File: config.mk
export PLATFORM = sky130hd
export DESIGN_NAME = tdm_mux8_tx
export DESIGN_NICKNAME = d
export VERILOG_FILES = /design/src/rtl/tdm_mux8_tx.sv
export SDC_FILE = /design/constraint.sdc
export NUM_CORES = 1
export LEC_CHECK = 0
export CAP_MARGIN = 10
export CORE_AREA = 3 3 40 42
export CTS_CLUSTER_SIZE = 10
export DETAILED_ROUTE_END_ITERATION = 8
export DIE_AREA = 0 0 43 45
export GPL_TIMING_DRIVEN = 0
export PLACE_DENSITY_LB_ADDON = 0.08
export SLEW_MARGIN = 20
export SYNTH_ARGS = -nofsm -noshare
export SYNTH_HDL_FRONTEND = slang
export SYNTH_SLANG_ARGS = --single-unit
File: constraint.sdc
create_clock -name clk -period 3.5 [get_ports clk]
set_input_delay 0.7 -clock clk [delete_from_list [all_inputs] [get_ports clk]]
set_output_delay 0.7 -clock clk [all_outputs]
set_load 0.02 [all_outputs]
File: src/rtl/tdm_mux8_tx.sv
`default_nettype none
// ============================================================================
// Module   : tdm_mux8_tx
// Purpose  : Time-division serializer feeding a 1-to-N_CH demultiplexer.
//            Accepts one N_CH-bit word over valid/ready, then emits it one
//            bit per cycle on out, with ctrl naming the destination channel
//            and en qualifying each bit. done pulses with the last bit.
// Ports    : clk       - system clock, rising edge
//            rst_n     - asynchronous active-low reset
//            in_data   - parallel word to serialize
//            in_valid  - in_data valid
//            in_ready  - block can accept a word (IDLE)
//            hold      - pause request, freezes the frame in place
//            out       - serial data bit for the current channel
//            ctrl      - channel index of out
//            en        - out/ctrl valid this cycle
//            done      - one-cycle pulse with the last bit of a frame
// Revision : 1.0 - initial release
// ============================================================================
module tdm_mux8_tx #(
    parameter int N_CH      = 8,
    parameter int SEL_W     = 3,
    parameter int MSB_FIRST = 0
) (
    input  logic             clk,
    input  logic             rst_n,
    input  logic [N_CH-1:0]  in_data,
    input  logic             in_valid,
    output logic             in_ready,
    input  logic             hold,
    output logic             out,
    output logic [SEL_W-1:0] ctrl,
    output logic             en,
    output logic             done
);

    localparam logic [0:0] c_IDLE  = 1'b0;
    localparam logic [0:0] c_SHIFT = 1'b1;

    // Channel walk endpoints depend on bit order.
    localparam logic [SEL_W-1:0] c_FIRST = (MSB_FIRST != 0) ? SEL_W'(N_CH - 1) : '0;
    localparam logic [SEL_W-1:0] c_LAST  = (MSB_FIRST != 0) ? '0 : SEL_W'(N_CH - 1);

    logic [0:0]       r_state;
    logic [N_CH-1:0]  r_word;
    logic [SEL_W-1:0] r_idx;

    logic [0:0]       w_state_nxt;
    logic [N_CH-1:0]  w_word_nxt;
    logic [SEL_W-1:0] w_idx_nxt;

    // ------------------------------------------------------------------
    // State register
    // ------------------------------------------------------------------
    always_ff @(posedge clk or negedge rst_n) begin
        if (!rst_n) begin
            r_state <= c_IDLE;
            r_word  <= '0;
            r_idx   <= '0;
        end else begin
            r_state <= w_state_nxt;
            r_word  <= w_word_nxt;
            r_idx   <= w_idx_nxt;
        end
    end

    // ------------------------------------------------------------------
    // Next-state logic
    // ------------------------------------------------------------------
    always_comb begin
        w_state_nxt = r_state;
        w_word_nxt  = r_word;
        w_idx_nxt   = r_idx;
        case (r_state)
            c_IDLE: begin
                // in_ready is implied by being in IDLE.
                if (in_valid) begin
                    w_word_nxt  = in_data;
                    w_idx_nxt   = c_FIRST;
                    w_state_nxt = c_SHIFT;
                end
            end
            c_SHIFT: begin
                // hold freezes state, word and index entirely.
                if (!hold) begin
                    if (r_idx == c_LAST) begin
                        w_state_nxt = c_IDLE;
                        w_idx_nxt   = '0;
                    end else if (MSB_FIRST != 0) begin
                        w_idx_nxt = r_idx - SEL_W'(1);
                    end else begin
                        w_idx_nxt = r_idx + SEL_W'(1);
                    end
                end
            end
            default: begin
                w_state_nxt = c_IDLE;
                w_idx_nxt   = '0;
            end
        endcase
    end

    // ------------------------------------------------------------------
    // Output decode: registered state plus hold only, so in_data and
    // in_valid never reach the outputs combinationally.
    // ------------------------------------------------------------------
    always_comb begin
        in_ready = 1'b0;
        en       = 1'b0;
        ctrl     = '0;
        out      = 1'b0;
        done     = 1'b0;
        if (r_state == c_IDLE) begin
            in_ready = 1'b1;
        end else begin
            // ctrl/out stay visible during hold; only en/done drop.
            en   = ~hold;
            ctrl = r_idx;
            out  = r_word[r_idx];
            done = ~hold & (r_idx == c_LAST);
        end
    end

endmodule
`default_nettype wire

==> out/qor.yml, run 1 <==
fmax_mhz: 344
fillers: 109
first_global_vias: 426
cp.arrival_ns: 2.20
fin_skew_ns: 0.000489
firstDrtPassIters: 2
syn_avg_cell_area_um2: 12.9
place_area_um2: 792
nNetsFinal: 83
tightest_slew_ns: 0.550
grt_pass1_wl_mm: 1.93
routabilityCongestion: 0.644
rsz0062_at_grt: "no"
worstSetupStartpointType: "input port"
dr_wl_met2_um: 564
finalCritPeriodShare_pct: 82.9
post_drt_via_cell_ratio: 5.23
setup_slack_ns: 0.597
cp-end-kind: "output port"
clk_latency_ns: 0.26
ant_nets: 0
met1_length_um: 455
finalNonFillerCells: 83
synth_cell_types: 16
ctsResizeCount: 0
tritoncts: "yes"
syn_to_final_growth_pct: 39.7
hold_class: "reg2reg"
grt_util_all_layers_pct: 13.9
p_switching_w: 0.000220
clk_root_buffer_cell: "clkbuf_4"
p_leak_nw: 0.366
yosys-top-cells-area: "dfrtp_1, mux2_2, mux4_2"
die_x_um: 43
dieHeight_um: 45
num_rows: 13
remaining_drc_errors: 0
cts_buffer_depth: 2
postCtsHoldBufs: 0
min_period_ns: 2.90
avgRoutedWirePerCell_um: 13.2
netlist_area_um2: 593
die_area_um2: 1940
wl_mm: 1.10
relSlewSlack_pct: 63.2
p_per_area_nw_per_um2: 808
syn_nets: 60
cts_buffers: 3
finalHoldViolations: 0
drive_above_1_share_pct: 23.5
ys_ff_latch: 12
finalSetupViolations: 0
seq_power_share_pct: 37.6
required_ns: 2.80
ys_warn_count: 0
post_cts_buffers: 0
antenna_cells: 0
clock-sinks: 12
numPortBuffers: 18
p_comb_share_pct: 46.3
grt_start_max_net_pins: 13
synth_area_leader_cell: "dfrtp_1"
slew_viol_final: 0
final_cell_area_um2: 828
switching_share_pct: 32.9
synthCells: 46
vdd.ir_drop.worst_mv: 0.421
synth_top_area_share_pct: 50.6
place_hpwl_um: 908
tns_ns: 0
yosysSeqAreaShare_pct: 50.6
internal-power_w: 0.000449
critPathKind: "in2out"
ioPinCount: 19
cts-htree-levels: 1
coreArea_um2: 1280
place.detailed.instances: 79
wl_met3_um: 76
grt_overflow_total: 0
antenna_found_initial: 0
highest_layer: "met3"
clock_power_share_pct: 16.2
initialDrtViolationCount: 1
worstPathMaxFanout: 6
maxCapViolCount: 0
path_clk_slew_ns: 0.07
vias: 434
start_util_pct: 46.2
status: "complete, no violations"
dp_worst_setup_slack_ns: 0.592
-- cell families after synthesis --
family / Yosys count / synth area share [%]
compound gates: 5 / 6.12
fa+ha+maj: 2 / 4.22
buf+inv: 6 / 4.64
flops: 12 / 50.6
mux: 10 / 22.8
simple gates: 11 / 11.6
-- stage by stage --
stage | utilization, % | hold slack [ns] | power (W)
after global placement | 61.6 | 0.486 | 0.000555
after detailed placement | 61.6 | 0.496 | 0.000570
after global routing | 64.5 | 0.534 | 0.000721
after CTS | 64.5 | 0.514 | 0.000679
after floorplan | - | 0.404 | 0.000445
final | 64.5 | 0.507 | 0.000669
-- layer usage --
metal / up-vias / global-route usage, %
met3: 0 / 4.38
met1: 215 / 15.9
li1: 206 / -
met4: 0 / 5.42
met2: 13 / 24.3
met5: - / 0
-- layout by cell type (no fill, tap or decap) --
| master | count |
|---|---|
| buf_4 | 1 |
| a22o_1 | 1 |
| inv_1 | 4 |
| clkdlybuf4s50_1 | 18 |
| clkbuf_8 | 1 |
| and2b_1 | 1 |
| or4b_1 | 1 |
| clkbuf_2 | 1 |
| nor2_1 | 3 |
| clkbuf_4 | 3 |
| mux2_2 | 8 |
| dfrtp_1 | 12 |
| ha_1 | 2 |
| nor2b_1 | 2 |
| mux4_2 | 2 |
| o31ai_1 | 3 |
| nand3b_1 | 2 |
| a21oi_1 | 1 |
| and2_1 | 2 |
-- final timing paths --
kind / cells past startpoint / start / end / slack [ns]
worst max-delay path: 4 / hold / done / 0.60
worst min-delay path: 1 / r_word[4] / r_word[4] / 0.51
worst max register to register: 4 / r_idx[1] / r_idx[0] / 1.93
worst min register to register: 1 / r_word[4] / r_word[4] / 0.51
max in group asynchronous: 1 / rst_n / r_word[5] / 2.35
min in group asynchronous: 1 / rst_n / r_state / 0.79
-- power groups by stage --
| stage | Sequential (W) | Clock [W] | Combinational, W |
|---|---|---|---|
| final | 0.000251 | 0.000108 | 0.000310 |
| after global routing | 0.000261 | 0.000121 | 0.000340 |
| after CTS | 0.000253 | 0.000112 | 0.000315 |
| after detailed placement | 0.000256 | 0 | 0.000314 |
| after global placement | 0.000249 | 0 | 0.000306 |
| after floorplan | 0.000237 | 0 | 0.000209 |
-- cells in the mapped netlist (all sizes together) --
cell    number
a21oi        1
a22o         1
and2         2
and2b        1
buf          1
clkbuf       1
dfrtp       12
ha           2
inv          4
mux2         8
mux4         2
nand3b       2
nor2         3
nor2b        2
o31ai        3
or4b         1
-- registers in the layout (all words and copies together) (netlist names) --
register	flops
r_idx	3
r_word	8
r_state	1
-- critical path: stages --
cell and delay, ns:
clkdlybuf4s50_1 0.45, and2b_1 0.31, and2_1 0.15, clkdlybuf4s50_1 0.59
-- final cells by class --
| cell class | instances | area [um^2] | share of cell area, % |
|---|---|---|---|
| flip-flops and latches | 12 | 300 | 36.3 |
| multi-input cells | 28 | 265 | 32.0 |
| repair buffers | 18 | 180 | 21.8 |
| clock buffers | 4 | 36.3 | 4.38 |
| well taps | 15 | 18.8 | 2.27 |
| inverters | 4 | 15.0 | 1.81 |
| plain buffers | 2 | 12.5 | 1.51 |
Power figures use the tool's default switching activity.
==> run 2: changes to the inputs <==
--- a/config.mk
+++ b/config.mk
@@ -6,10 +6,10 @@
 export NUM_CORES = 1
 export LEC_CHECK = 0
 export CAP_MARGIN = 10
-export CORE_AREA = 3 3 40 42
+export CORE_MARGIN = 3
+export CORE_UTILIZATION = 39
 export CTS_CLUSTER_SIZE = 10
 export DETAILED_ROUTE_END_ITERATION = 8
-export DIE_AREA = 0 0 43 45
 export GPL_TIMING_DRIVEN = 0
 export PLACE_DENSITY_LB_ADDON = 0.08
 export SLEW_MARGIN = 20
==> constraint.sdc (replaced) <==
create_clock -name clk -period 2.3 [get_ports clk]
set_input_delay 0.46 -clock clk [delete_from_list [all_inputs] [get_ports clk]]
set_output_delay 0.46 -clock clk [all_outputs]
set_load 0.02 [all_outputs]
==> out/qor.yml, run 2 (same netlist as run 1, synthesis figures left out) <==
clock-sinks: 12  # unchanged
num_rows: 13  # unchanged
cts-htree-levels: 1  # unchanged
fmax_mhz: 454
vias: 423  # was 434
relSlewSlack_pct: 65.4  # was 63.2%
rsz0062_at_grt: "no"  # unchanged
finalSetupViolations: 0  # unchanged
syn_to_final_growth_pct: 40.1  # was 39.7%
avgRoutedWirePerCell_um: 12.0  # was 13.2 um
cts_buffers: 3  # unchanged
dieHeight_um: 45.0  # was 45 um
clk_latency_ns: 0.27  # was 0.26 ns
required_ns: 1.84  # was 2.80 ns
utilization_pct: 60.8  # was 64.5%
tightest_slew_ns: 0.518  # was 0.550 ns
wl_um: 993  # was 1.10 mm
grt_start_max_net_pins: 13  # unchanged
largest_reg_flops: 8  # unchanged
cp-end-kind: "output port"  # unchanged
hold_class: "reg2reg"  # unchanged
remaining_drc_errors: 0  # unchanged
timing.rr.start: "r_idx[1]"  # unchanged
cp.arrival_ns: 1.74  # was 2.20 ns
hold_start: "r_word[5]"  # was r_word[4]
die_area_um2: 2020  # was 1940 um^2
place_hpwl_um: 775  # was 908 um
coreArea_um2: 1370  # was 1280 um^2
postCtsHoldBufs: 0  # unchanged
r2r_cells: 4  # unchanged
whs_endpoint: "r_word[5]"  # was r_word[4]
min_period_ns: 2.20
clk_root_buffer_cell: "clkbuf_4"  # unchanged
firstDrtPassIters: 4  # was 2
top_regs: "r_word (8), r_idx (3), r_state (1)"  # unchanged
drive_above_1_share_pct: 26.5  # was 23.5%
post_drt_via_cell_ratio: 5.10  # was 5.23
worstSetupStartpointType: "flip-flop"  # was input port
regMostFlops: "r_word"  # unchanged
most-common-layout-cells: "clkdlybuf4s50_1, dfrtp_1, mux2_2, inv_1"  # unchanged
grt_pass1_wl_mm: 1.73  # was 1.93 mm
wl_met3_um: 97  # was 76 um
ioPinCount: 19  # unchanged
cts_buffer_depth: 2  # unchanged
tritoncts: "yes"  # unchanged
path_clk_slew_ns: 0.07  # about the same
antenna_cells: 0  # unchanged
grt_util_all_layers_pct: 12.0  # was 13.9%
met1_length_um: 444  # was 455 um
ant_nets: 0  # unchanged
routabilityCongestion: 0.744  # was 0.644
slew_viol_final: 0  # unchanged
finalNonFillerCells: 83  # unchanged
min_path_cells: 1  # unchanged
critPathKind: "reg2out"  # was in2out
layout_commonest_cell: "clkdlybuf4s50_1"  # unchanged
status: "complete, no violations"  # unchanged
highest_layer: "met3"  # unchanged
r2r_setup_slack_ns: 0.79  # was 1.93 ns
start_util_pct: 43.4  # was 46.2%
worstPathMaxFanout: 4  # was 6
r2r-end: "r_idx[0]"  # unchanged
p_per_area_nw_per_um2: 1190  # was 808 nW/um^2
finalHoldViolations: 0  # unchanged
nNetsFinal: 83  # unchanged
numPortBuffers: 18  # unchanged
place.detailed.instances: 79  # unchanged
finalCritPeriodShare_pct: 95.8
fin_skew_ns: 0.00127  # was 0.000489 ns
maxCapViolCount: 0  # unchanged
grt_overflow_total: 0  # unchanged
vdd.ir_drop.worst_mv: 0.638  # was 0.421 mV
dr_wl_met2_um: 451  # was 564 um
p_leak_nw: 0.382  # was 0.366 nW
die_x_um: 45.0  # was 43 um
initialDrtViolationCount: 2  # was 1
first_global_vias: 406  # was 426
antenna_found_initial: 0  # unchanged
run 2: changes by cell type in the layout (fill, tap and decap cells not counted), sizes merged:
cell	before	now
clkdlybuf4s50	18	15
dlygate4sd2	0	2
dlymetal6s2s	0	1
run 2: where the power goes:
group,internal (W),total [W],leakage (nW),switching [W]
sequential,0.000310,0.000377,0.142,0.0000671
clock,0.0000960,0.000165,0.0210,0.0000693
combinational,0.000262,0.000450,0.218,0.000188
run 2: cell type report:
type                            count  area, um^2
Sequential cell                    12         302
Fill cell                         129         536
Clock buffer                        4        36.3
Multi-Input combinational cell     28         267
Timing Repair Buffer               18         180
Tap cell                           15        18.8
Buffer                              2        12.5
Inverter                            4        15.0
run 2: metrics by stage:
stage | hold WS [ns] | instance area, um^2 | power [W] | worst slack, ns | TNS, ns
2_1_floorplan | 0.164 | 593 | 0.000678 | 0.633 | 0
3_3_place_gp | 0.490 | 792 | 0.000848 | -0.148 | -0.191
3_5_place_dp | 0.494 | 792 | 0.000853 | -0.135 | -0.162
4_1_cts | 0.511 | 828 | 0.00101 | 0.0194 | 0
5_1_grt | 0.526 | 831 | 0.00107 | 0.0329 | 0
6_report | 0.506 | 831 | 0.000993 | 0.0963 | 0
run 2: critical path, stage by stage, from the launching register on:
cell           delay (ns)
dfrtp_2              0.41
mux4_2               0.51
a22o_1               0.24
dlygate4sd2_1        0.32
run 2: worst max path at each step:
stage               slack, ns  startpoint  cells after the start   end
floorplan                0.63    r_idx[1]                      2   out
global placement        -0.15        hold                      4  done
detailed placement      -0.14        hold                      4  done
CTS                      0.02        hold                      3    en
global route             0.03    r_idx[1]                      3   out
finish                    0.1    r_idx[1]                      3   out
run 2: repair_timing:
item / 4_1_cts / 5_1_grt
gates cloned: 0 / 0
endpoints found under the setup margin: 3 / 1
buffers inserted: 0 / 0
resized for setup: 4 / 1
run 2: routing by layer:
metal  vias to the layer above  GRT usage (%)
met2                        15           20.1
met3                         0           3.19
met1                       199           14.4
li1                        209              -
met5                         -              0
met4                         0           5.26
